$ cat config.mk
export PLATFORM = sky130hd
export DESIGN_NAME = rsa_uart_ctrl_flat
export DESIGN_NICKNAME = d
export VERILOG_FILES = /design/src/rtl/rsa_uart_ctrl_if.sv /design/src/rtl/rsa_uart_ctrl.sv /design/src/flat_wrapper.sv
export SDC_FILE = /design/constraint.sdc
export NUM_CORES = 1
export LEC_CHECK = 0
export ABC_CLOCK_PERIOD_IN_PS = 3300
export BUFFER_PORTS_ARGS = -buffer_cell sky130_fd_sc_hd__buf_2
export CORE_AREA = 2 2 433 435
export CTS_CLUSTER_SIZE = 8
export DETAILED_ROUTE_END_ITERATION = 10
export DIE_AREA = 0 0 435 437
export HOLD_SLACK_MARGIN = 0.1
export PLACE_DENSITY = 0.41
export SYNTH_ARGS = -nofsm -noshare
export SYNTH_HDL_FRONTEND = slang
export SYNTH_SLANG_ARGS = --single-unit
$ cat constraint.sdc
create_clock -name clk -period 3.3 [get_ports clk]
set_input_delay 0 -clock clk [delete_from_list [all_inputs] [get_ports clk]]
set_output_delay 0 -clock clk [all_outputs]
set_load 0.05 [all_outputs]
$ cat src/rtl/rsa_uart_ctrl_if.sv
`default_nettype none
// ============================================================================
//  Module   : rsa_uart_ctrl_if
//  Brief    : Avalon-MM bus between the RSA controller and the UART core.
//  Revision : 1.0
// ============================================================================
interface rsa_uart_ctrl_if;
    logic [4:0]  avm_address;
    logic        avm_read;
    logic [31:0] avm_readdata;
    logic        avm_write;
    logic [31:0] avm_writedata;
    logic        avm_waitrequest;

    modport master (
        output avm_address, avm_read, avm_write, avm_writedata,
        input  avm_readdata, avm_waitrequest
    );

    modport slave (
        input  avm_address, avm_read, avm_write, avm_writedata,
        output avm_readdata, avm_waitrequest
    );
endinterface
`default_nettype wire

$ cat src/rtl/rsa_uart_ctrl.sv
`default_nettype none
// ============================================================================
//  Module   : rsa_uart_ctrl
//  Brief    : Avalon-MM master feeding n, d and ciphertext blocks from a UART
//             into the modexp engine and streaming the results back out.
//  Revision : 1.0
// ============================================================================
module rsa_uart_ctrl #(
    parameter logic [4:0] RX_ADDR    = 5'd0,
    parameter logic [4:0] TX_ADDR    = 5'd4,
    parameter logic [4:0] STAT_ADDR  = 5'd8,
    parameter int         RX_RDY_BIT = 7,
    parameter int         TX_RDY_BIT = 6,
    parameter int         IN_BYTES   = 32,
    parameter int         OUT_BYTES  = 31,
    parameter int         GUARD      = 4
) (
    input  wire logic           clk,
    input  wire logic           rst_n,
    rsa_uart_ctrl_if.master     avm,
    output logic                core_start,
    output logic [255:0]        core_a1,
    output logic [255:0]        core_a2,
    output logic [255:0]        core_a3,
    input  wire logic [255:0]   core_a0,
    input  wire logic           core_done
);
    localparam int GW = (GUARD < 1) ? 1 : $clog2(GUARD + 1);

    typedef enum logic [2:0] {
        S_Q_RX  = 3'd0,
        S_RX    = 3'd1,
        S_START = 3'd2,
        S_WAIT  = 3'd3,
        S_Q_TX  = 3'd4,
        S_TX    = 3'd5
    } state_t;

    typedef enum logic [1:0] {
        F_N   = 2'd0,
        F_D   = 2'd1,
        F_ENC = 2'd2
    } field_t;

    state_t          r_state, w_state_nxt;
    field_t          r_field, w_field_nxt;
    logic [5:0]      r_cnt, w_cnt_nxt;
    logic [GW-1:0]   r_guard, w_guard_nxt;
    logic            r_read, w_read_nxt;
    logic            r_write, w_write_nxt;
    logic [4:0]      r_addr, w_addr_nxt;
    logic [31:0]     r_wdata, w_wdata_nxt;
    logic            w_shift, w_capture;
    logic [255:0]    r_n, r_d, r_enc, r_dec;
    logic [4:0]      w_tx_idx;
    logic [7:0]      w_tx_byte;
    logic [7:0]      w_rx_byte;
    logic            w_acc;

    assign w_acc     = ~avm.avm_waitrequest;
    assign w_rx_byte = avm.avm_readdata[7:0];
    // Byte k of a block is dec[8*(30-k) +: 8]; the top byte is never sent.
    assign w_tx_idx  = 5'(OUT_BYTES - 1) - r_cnt[4:0];
    assign w_tx_byte = r_dec[{w_tx_idx, 3'b000} +: 8];

    assign avm.avm_address   = r_addr;
    assign avm.avm_read      = r_read;
    assign avm.avm_write     = r_write;
    assign avm.avm_writedata = r_wdata;
    assign core_start        = (r_state == S_START);
    assign core_a1           = r_enc;
    assign core_a2           = r_d;
    assign core_a3           = r_n;

    always_comb begin
        w_state_nxt = r_state;
        w_field_nxt = r_field;
        w_cnt_nxt   = r_cnt;
        w_guard_nxt = r_guard;
        w_read_nxt  = r_read;
        w_write_nxt = r_write;
        w_addr_nxt  = r_addr;
        w_wdata_nxt = r_wdata;
        w_shift     = 1'b0;
        w_capture   = 1'b0;
        // A request raised here is seen by the slave next cycle; after it is
        // accepted the request drops, giving the mandatory idle cycle.
        case (r_state)
            S_Q_RX: begin
                if (!r_read) begin
                    w_read_nxt = 1'b1;
                    w_addr_nxt = STAT_ADDR;
                end else if (w_acc) begin
                    w_read_nxt = 1'b0;
                    if (avm.avm_readdata[RX_RDY_BIT]) w_state_nxt = S_RX;
                end
            end
            S_RX: begin
                if (!r_read) begin
                    w_read_nxt = 1'b1;
                    w_addr_nxt = RX_ADDR;
                end else if (w_acc) begin
                    w_read_nxt  = 1'b0;
                    w_shift     = 1'b1;
                    w_state_nxt = S_Q_RX;
                    if (r_cnt == 6'(IN_BYTES - 1)) begin
                        w_cnt_nxt = '0;
                        case (r_field)
                            F_N:     w_field_nxt = F_D;
                            F_D:     w_field_nxt = F_ENC;
                            default: w_state_nxt = S_START;
                        endcase
                    end else begin
                        w_cnt_nxt = r_cnt + 6'd1;
                    end
                end
            end
            S_START: begin
                w_state_nxt = S_WAIT;
                w_guard_nxt = '0;
            end
            S_WAIT: begin
                if (r_guard != GW'(GUARD)) begin
                    w_guard_nxt = r_guard + 1'b1;
                end else if (core_done) begin
                    w_capture   = 1'b1;
                    w_state_nxt = S_Q_TX;
                end
            end
            S_Q_TX: begin
                if (!r_read) begin
                    w_read_nxt = 1'b1;
                    w_addr_nxt = STAT_ADDR;
                end else if (w_acc) begin
                    w_read_nxt = 1'b0;
                    if (avm.avm_readdata[TX_RDY_BIT]) w_state_nxt = S_TX;
                end
            end
            S_TX: begin
                if (!r_write) begin
                    w_write_nxt = 1'b1;
                    w_addr_nxt  = TX_ADDR;
                    w_wdata_nxt = {24'd0, w_tx_byte};
                end else if (w_acc) begin
                    w_write_nxt = 1'b0;
                    w_state_nxt = S_Q_TX;
                    if (r_cnt == 6'(OUT_BYTES - 1)) begin
                        w_cnt_nxt   = '0;
                        w_field_nxt = F_ENC;
                        w_state_nxt = S_Q_RX;
                    end else begin
                        w_cnt_nxt = r_cnt + 6'd1;
                    end
                end
            end
            default: begin
                w_state_nxt = S_Q_RX;
                w_read_nxt  = 1'b0;
                w_write_nxt = 1'b0;
            end
        endcase
    end

    always_ff @(posedge clk or negedge rst_n) begin
        if (!rst_n) begin
            r_state <= S_Q_RX;
            r_field <= F_N;
            r_cnt   <= '0;
            r_guard <= '0;
            r_read  <= 1'b0;
            r_write <= 1'b0;
            r_addr  <= STAT_ADDR;
            r_wdata <= '0;
        end else begin
            r_state <= w_state_nxt;
            r_field <= w_field_nxt;
            r_cnt   <= w_cnt_nxt;
            r_guard <= w_guard_nxt;
            r_read  <= w_read_nxt;
            r_write <= w_write_nxt;
            r_addr  <= w_addr_nxt;
            r_wdata <= w_wdata_nxt;
        end
    end

    always_ff @(posedge clk or negedge rst_n) begin
        if (!rst_n) begin
            r_n   <= '0;
            r_d   <= '0;
            r_enc <= '0;
            r_dec <= '0;
        end else begin
            if (w_shift) begin
                case (r_field)
                    F_N:     r_n   <= {r_n[247:0], w_rx_byte};
                    F_D:     r_d   <= {r_d[247:0], w_rx_byte};
                    default: r_enc <= {r_enc[247:0], w_rx_byte};
                endcase
            end
            if (w_capture) r_dec <= core_a0;
        end
    end
endmodule
`default_nettype wire
$ cat src/flat_wrapper.sv
// flat-port wrapper written by rule: the top's interface ports become plain ports
module rsa_uart_ctrl_flat 
#(
    parameter logic [4:0] RX_ADDR    = 5'd0,
    parameter logic [4:0] TX_ADDR    = 5'd4,
    parameter logic [4:0] STAT_ADDR  = 5'd8,
    parameter int         RX_RDY_BIT = 7,
    parameter int         TX_RDY_BIT = 6,
    parameter int         IN_BYTES   = 32,
    parameter int         OUT_BYTES  = 31,
    parameter int         GUARD      = 4
)
  (clk, rst_n, core_start, core_a1, core_a2, core_a3, core_a0, core_done, avm_avm_address, avm_avm_read, avm_avm_write, avm_avm_writedata, avm_avm_readdata, avm_avm_waitrequest);
  rsa_uart_ctrl_if avm_i ();
  input  wire logic clk;
  input  wire logic rst_n;
  output logic core_start;
  output logic [255:0] core_a1;
  output logic [255:0] core_a2;
  output logic [255:0] core_a3;
  input  wire logic [255:0] core_a0;
  input  wire logic core_done;
  output wire logic [$bits(avm_i.avm_address)-1:0] avm_avm_address;
  output wire logic [$bits(avm_i.avm_read)-1:0] avm_avm_read;
  output wire logic [$bits(avm_i.avm_write)-1:0] avm_avm_write;
  output wire logic [$bits(avm_i.avm_writedata)-1:0] avm_avm_writedata;
  input wire logic [$bits(avm_i.avm_readdata)-1:0] avm_avm_readdata;
  input wire logic [$bits(avm_i.avm_waitrequest)-1:0] avm_avm_waitrequest;
  assign avm_avm_address = avm_i.avm_address;
  assign avm_avm_read = avm_i.avm_read;
  assign avm_avm_write = avm_i.avm_write;
  assign avm_avm_writedata = avm_i.avm_writedata;
  assign avm_i.avm_readdata = avm_avm_readdata;
  assign avm_i.avm_waitrequest = avm_avm_waitrequest;
  rsa_uart_ctrl #(.RX_ADDR(RX_ADDR), .TX_ADDR(TX_ADDR), .STAT_ADDR(STAT_ADDR), .RX_RDY_BIT(RX_RDY_BIT), .TX_RDY_BIT(TX_RDY_BIT), .IN_BYTES(IN_BYTES), .OUT_BYTES(OUT_BYTES), .GUARD(GUARD)) u_core (.clk(clk), .rst_n(rst_n), .avm(avm_i), .core_start(core_start), .core_a1(core_a1), .core_a2(core_a2), .core_a3(core_a3), .core_a0(core_a0), .core_done(core_done));
endmodule
==> impl_metrics.env, run 1 <==
export IMPL_rr_worst_depth=7
export IMPL_globalRouteOverflowTotal=0
export IMPL_maxClockFrequency_ghz=0.335
export IMPL_max_slew_margin=0.472
export IMPL_dp_hpwl_um=115000
export IMPL_tightestPinTransition_ns=0.792
export IMPL_rsz0062_at_grt="false"
export IMPL_grtUsageTotal=0.160
export IMPL_cts_tree="built"
export IMPL_avgSynthCellArea_um2=16.3
export IMPL_min_period_ns=2.99
export IMPL_place_congestion=0.838
export IMPL_crit_type="reg -> reg"
export IMPL_start_util=0.226
export IMPL_power_leakage_uw=0.0313
export IMPL_antenna_found_initial=24
export IMPL_cp_startpoint="u_core.r_cnt[0]"
export IMPL_post_cts_setup_buffers=0
export IMPL_synth_cell_types=58
export IMPL_netlist_instances=2559
export IMPL_skew_ns=0.0469
export IMPL_crit_chain="buf_12 -> mux4_1 -> nand2_1 -> a21oi_1 -> a2111oi_1 -> buf_4 -> nor4_1"
export IMPL_hold_class="in -> async"
export IMPL_synth_flop_cell="dfrtp_1"
export IMPL_worstReg2RegStart="u_core.r_cnt[0]"
export IMPL_critPathCaptureType="flop"
export IMPL_cp_required_ns=3.94
export IMPL_wirelength_um=155000
export IMPL_first_global_vias=30273
export IMPL_cts_sinks=1050
export IMPL_row_count=158
export IMPL_yosys_register_bits=1050
export IMPL_drt_iter0_markers=1213
export IMPL_slowest_delay_ns=0.67
export IMPL_setup_tns_ns=0
export IMPL_period_share=0.905
export IMPL_cts_buffers=151
export IMPL_grt_max_degree=106
export IMPL_drv_cap=0
export IMPL_grt_pass1_wl_um=224000
export IMPL_status="finished, final reports clean"
export IMPL_max_vdd_ir_drop_mv=0.536
export IMPL_via_count=28208
export IMPL_viasPerCell=4.17
export IMPL_dpl_instance_area_um2=50200
export IMPL_areaGrowthSynthToFinish_pct=43.2
export IMPL_final_hold_viol_count=0
export IMPL_h_tree_depth=4
export IMPL_final_fill_count=18780
export IMPL_finalSetupViolCount=0
export IMPL_synth_edf_count=0
export IMPL_die_y_um=437
export IMPL_avgRoutedWirePerCell_um=22.8
export IMPL_die_area_um2=190000
export IMPL_critPathMaxFanout=85
export IMPL_yosysSeqAreaShare=0.629
export IMPL_regArea_um2=26300
export IMPL_p_per_area_nw_per_um2=599
export IMPL_coreArea_um2=185000
export IMPL_io_buffers=1048
export IMPL_synth_area_um2=41800
export IMPL_stdcell_area_um2=59800
export IMPL_die_x_um=435
export IMPL_hold_ws_ns=0.172
export IMPL_slew_violations=0
export IMPL_r2r_slack_ns=0.31
export IMPL_critPathArrivalTime_ns=3.63
export IMPL_postRouteAntennaNets=0
export IMPL_reg2reg_to="u_core.avm.avm_writedata[1]"
export IMPL_start_kind="flop"
export IMPL_firstDrtPassIters=4
export IMPL_crit_slowest_cell="mux4_1"
export IMPL_synthArstFlopShare=1.00
export IMPL_clock_latency_ns=0.78
export IMPL_drive_above_1_share=0.547
export IMPL_ios=1100
export IMPL_yosysWarnings=0
export IMPL_nets=4543
export IMPL_clk_pin_slew_ns=0.05
export IMPL_cts_root_buf="clkbuf_16"
export IMPL_drc=0
export IMPL_multiInputGateArea_um2=14500
export IMPL_clockBufferDepth=3
-- state kept, by name (all words and copies together) (netlist names) --
signal,cells
u_core.avm.avm_read,1
u_core.r_cnt,6
u_core.r_dec,256
u_core.core_a1,256
u_core.r_guard,3
u_core.avm.avm_writedata,8
u_core.core_a3,256
u_core.avm.avm_write,1
u_core.r_field,2
u_core.avm.avm_address,2
u_core.core_a2,256
u_core.r_state,3
-- kinds of logic (layout without fill, tap and decap cells) --
logic type               after synthesis  after routing  share of synthesized area
AO/OA/AOI/OAI                        100            100                     0.0158
XOR/XNOR                               6              6                    0.00171
adder cells (fa/ha/maj)                5              5                    0.00150
buffers and inverters                177           1862                     0.0271
flip-flops                          1050           1050                      0.629
multiplexers                        1106           1106                      0.311
other                                  1             40                  0.0000898
AND/OR/NAND/NOR                      114            114                     0.0137
-- cells in the mapped netlist, types with 2 or more instances --
library cell / count / area share
a21boi_0: 9 / 0.0016
xor2_1: 2 / 0.00042
buf_6: 26 / 0.0070
mux4_1: 5 / 0.0031
a21oi_1: 23 / 0.0028
nand3b_1: 2 / 0.00036
a2111oi_0: 9 / 0.0019
nor2b_1: 11 / 0.0016
nor2_1: 26 / 0.0023
and2_1: 2 / 0.00030
o21ai_0: 19 / 0.0023
a22oi_1: 17 / 0.0031
a211oi_1: 8 / 0.0014
ha_1: 5 / 0.0015
dfrtp_1: 1049 / 0.63
a211o_1: 2 / 0.00042
mux2_1: 60 / 0.016
inv_1: 5 / 0.00045
nand2b_1: 2 / 0.00030
nor4_1: 8 / 0.0012
buf_2: 87 / 0.010
mux2_2: 965 / 0.26
and3_1: 2 / 0.00030
mux2i_1: 33 / 0.0079
o21ai_1: 2 / 0.00024
nor3_1: 2 / 0.00024
xnor2_1: 3 / 0.00063
a31oi_1: 3 / 0.00045
clkbuf_1: 17 / 0.0015
and3b_1: 2 / 0.00042
mux4_2: 37 / 0.020
nor3b_1: 2 / 0.00036
nand3_1: 4 / 0.00048
o31ai_1: 2 / 0.00036
mux4_4: 6 / 0.0036
buf_4: 39 / 0.0070
nand2_1: 42 / 0.0038
-- how the worst max path moves through the flow --
| stage | to | slack [ns] | depth (start not counted) |
|---|---|---|---|
| CTS | u_core.avm.avm_writedata[1] | 0.17 | 7 |
| finish | u_core.avm.avm_writedata[1] | 0.31 | 7 |
| global route | u_core.avm.avm_writedata[1] | 0.08 | 7 |
| floorplan | u_core.avm.avm_writedata[4] | 0.47 | 12 |
| detailed placement | u_core.avm.avm_writedata[1] | 0.16 | 7 |
| global placement | u_core.avm.avm_writedata[1] | 0.17 | 7 |
-- routing by layer --
| layer | up-vias | wire length [um] | global-route usage |
|---|---|---|---|
| met2 | 709 | 79200 | 0.281 |
| met3 | 222 | 7880 | 0.0405 |
| met1 | 14739 | 62300 | 0.189 |
| met5 | - | 0 | 0 |
| li1 | 12538 | - | - |
| met4 | 0 | 5070 | 0.0575 |
-- power by group --
group          switching (uW)  internal, uW
registers                 625         13600
logic                    4510          2860
clock network            5910          8310
-- per-stage QoR --
stage | std cells | power [uW] | utilization | worst slack [ns]
2_1_floorplan | 2585 | 18900 | - | 0.468
3_3_place_gp | 6033 | 21300 | 0.271 | 0.168
3_5_place_dp | 6033 | 21400 | 0.271 | 0.161
4_1_cts | 6750 | 36400 | 0.323 | 0.171
5_1_grt | 6762 | 37500 | 0.323 | 0.0835
6_report | 6763 | 35800 | 0.323 | 0.313
-- critical path, delay by kind of cell, from the launching register on --
kind	cells	cell delay (ns)
AOI/OAI and AO/OA	2	0.78
buffers and inverters	2	0.75
and+or+nand+nor	2	0.13
DFF	1	0.48
muxes	1	0.67
-- cell usage in the layout (no fill, tap or decap), drive strengths merged, types with 11 or more instances in the layout --
| master | synthesis | routed |
|---|---|---|
| buf | 154 | 1140 |
| dfrtp | 1049 | 1049 |
| mux2 | 1025 | 1025 |
| dlygate4sd3 | 0 | 539 |
| clkbuf | 17 | 160 |
| mux4 | 48 | 48 |
| nand2 | 42 | 42 |
| mux2i | 33 | 33 |
| conb | 1 | 27 |
| nor2 | 26 | 26 |
| a21oi | 23 | 23 |
| o21ai | 21 | 21 |
| a22oi | 17 | 17 |
| diode | 0 | 13 |
| clkinv | 0 | 12 |
| nor2b | 11 | 11 |
-- what timing repair did --
action | 4_1_cts | 5_1_grt
endpoints found under the setup margin | 0 | 1
endpoints found under the hold margin | 1280 | 0
hold buffers | 540 | 0
gates resized for setup | 0 | 1
-- final cells by class --
cell class	count	share of cell area
clock inverters	17	0.00561
flip-flops and latches	1050	0.439
well taps	2480	0.0519
diodes	13	0.000544
inverters	6	0.000377
clock buffers	160	0.0643
multi-input cells	1358	0.242
repair buffers	1679	0.196
No activity file was read; power rests on OpenSTA's default activity.
==> run 2, diff against run 1 <==
--- a/config.mk
+++ b/config.mk
@@ -12,7 +12,9 @@
 export DETAILED_ROUTE_END_ITERATION = 10
 export DIE_AREA = 0 0 435 437
 export HOLD_SLACK_MARGIN = 0.1
+export MAX_ROUTING_LAYER = met4
 export PLACE_DENSITY = 0.41
+export SETUP_SLACK_MARGIN = 0.5
 export SYNTH_ARGS = -nofsm -noshare
 export SYNTH_HDL_FRONTEND = slang
 export SYNTH_SLANG_ARGS = --single-unit
==> run 2 against run 1 <==
Compared with the run above: core utilization hardly changed; largest power group unchanged; die area stayed put; critical path depth is the same; sequential share of layout area hardly changed; sequential power barely moved; maximum frequency increased by 12%; global-route usage is 0.48 points higher.
==> impl_metrics.env, run 2 (synthesized netlist as in run 1, its figures left out) <==
export IMPL_status="finished, final reports clean"
export IMPL_viasPerCell=4.17
export IMPL_globalRouteOverflowTotal=0
export IMPL_regArea_um2=26300
export IMPL_nets=4534
export IMPL_die_area_um2=190000
export IMPL_avgRoutedWirePerCell_um=22.8
export IMPL_dpl_instance_area_um2=50000
export IMPL_coreArea_um2=185000
export IMPL_clockBufferDepth=3
export IMPL_drive_above_1_share=0.548
export IMPL_crit_type="reg -> reg"
export IMPL_grt_max_degree=108
export IMPL_firstDrtPassIters=5
export IMPL_rr_worst_depth=7
export IMPL_io_buffers=1048
export IMPL_skew_ns=0.0588
export IMPL_cp_required_ns=3.91
export IMPL_cts_sinks=1050
export IMPL_h_tree_depth=4
export IMPL_grtUsageTotal=0.165
export IMPL_final_common_cell="dfrtp_1"
export IMPL_via_count=28151
export IMPL_clk_pin_slew_ns=0.05
export IMPL_critPathArrivalTime_ns=3.28
export IMPL_maxClockFrequency_ghz=0.375
export IMPL_die_y_um=437
export IMPL_max_slew_margin=0.516
export IMPL_worstReg2RegStart="u_core.r_cnt[0]"
export IMPL_slew_violations=0
export IMPL_hold_ws_ns=0.182
export IMPL_endpoint="u_core.avm.avm_writedata[0]"
export IMPL_cp_startpoint="u_core.r_cnt[0]"
export IMPL_antenna_found_initial=15
export IMPL_period_share=0.808
export IMPL_worst_slack_ns=0.632
export IMPL_start_util=0.226
export IMPL_drt_iter0_markers=1186
export IMPL_drv_cap=0
export IMPL_critPathMaxFanout=8
export IMPL_row_count=158
export IMPL_wirelength_um=154000
export IMPL_rsz0062_at_grt="false"
export IMPL_cts_root_buf="clkbuf_16"
export IMPL_tightestPinTransition_ns=0.727
export IMPL_r2r_slack_ns=0.63
export IMPL_first_global_vias=30130
export IMPL_max_vdd_ir_drop_mv=0.460
export IMPL_crit_slowest_cell="dfrtp_4"
export IMPL_p_per_area_nw_per_um2=605
export IMPL_final_hold_viol_count=0
export IMPL_finalSetupViolCount=0
export IMPL_fin_util=0.323
export IMPL_dp_slack_ns=-0.109
export IMPL_final_fill_count=18697
export IMPL_final_cell_mix="dfrtp_1, buf_2, mux2_2"
export IMPL_reg2reg_to="u_core.avm.avm_writedata[0]"
export IMPL_die_x_um=435
export IMPL_final_cells=6755
export IMPL_critPathCaptureType="flop"
export IMPL_crit_chain="ha_1 -> buf_4 -> a21o_1 -> a2111oi_0 -> a31oi_2 -> a211oi_1 -> nor4_1"
export IMPL_grt_pass1_wl_um=223000
export IMPL_areaGrowthSynthToFinish_pct=43.2
export IMPL_start_kind="flop"
export IMPL_drc=0
export IMPL_stdcell_area_um2=59800
export IMPL_dp_hpwl_um=114000
export IMPL_slowest_delay_ns=0.56
export IMPL_ios=1100
export IMPL_multiInputGateArea_um2=14500
export IMPL_hold_class="in -> async"
export IMPL_cts_buffers=151
export IMPL_placed_cells=6023
export IMPL_cts_tree="built"
export IMPL_min_period_ns=2.67
export IMPL_clock_latency_ns=0.79
export IMPL_place_congestion=0.871
export IMPL_power_leakage_uw=0.0313
export IMPL_postRouteAntennaNets=0
==> run 2: changes by cell type in the layout (fill, tap and decap cells not counted), sizes merged, moves of 2 or more <==
cell,change
buf,-4
dlygate4sd3,-8
diode,-3
inv,+2
bufbuf,+3
clkbuf,+3
==> run 2: area by class of cell <==
class	count	area share
timing repair buffer	1670	0.195
antenna	10	0.000418
inverter	6	0.000377
multi-input combinational	1358	0.243
sequential	1050	0.440
clock inverter	18	0.00515
clock buffer	163	0.0645
tap	2480	0.0519
==> run 2: what timing repair did <==
item,4_1_cts,5_1_grt
endpoints found under the hold margin,1280,0
setup endpoints to repair,6,6
hold buffers,532,0
pin swaps,2,0
cloned,3,0
resized for setup,9,6
setup buffers,6,0
==> run 2: how the worst min path moves through the flow <==
stage,from,endpoint,slack [ns],depth (start not counted)
6_report,rst_n,u_core.r_dec[154],0.18,3
5_1_grt,rst_n,u_core.r_dec[154],0.20,3
4_1_cts,rst_n,u_core.r_dec[166],0.19,3
3_5_place_dp,rst_n,u_core.r_dec[154],0.14,1
3_3_place_gp,rst_n,u_core.r_dec[146],0.14,1
2_1_floorplan,rst_n,u_core.avm.avm_address[2],-0.30,0
==> run 2: stage by stage <==
stage	setup TNS, ns	power [uW]
finish	0	36200
global route	0	37900
CTS	0	36800
detailed placement	-0.109	21300
global placement	-0.209	21200
floorplan	0	18900
==> run 2: critical path: cells and delay by family (launching register included) <==
kind                       cells  cell delay [ns]
and+or+nand+nor                1             0.11
DFF                            1             0.56
buffers and inverters          1             0.20
adders and majority gates      1             0.31
AOI/OAI and AO/OA              4             1.33
==> run 2: where the power goes <==
part,switching [uW],internal (uW)
clock network,5900,8260
registers,628,13600
logic,4610,3200
==> run 2: metal layers <==
layer  GRT usage  vias up  part of all wire
li1            -    12516                 -
met1       0.188    14655              0.40
met2       0.278      734              0.51
met3      0.0414      246             0.053
met4      0.0664        0             0.039
met5           -        -                 0
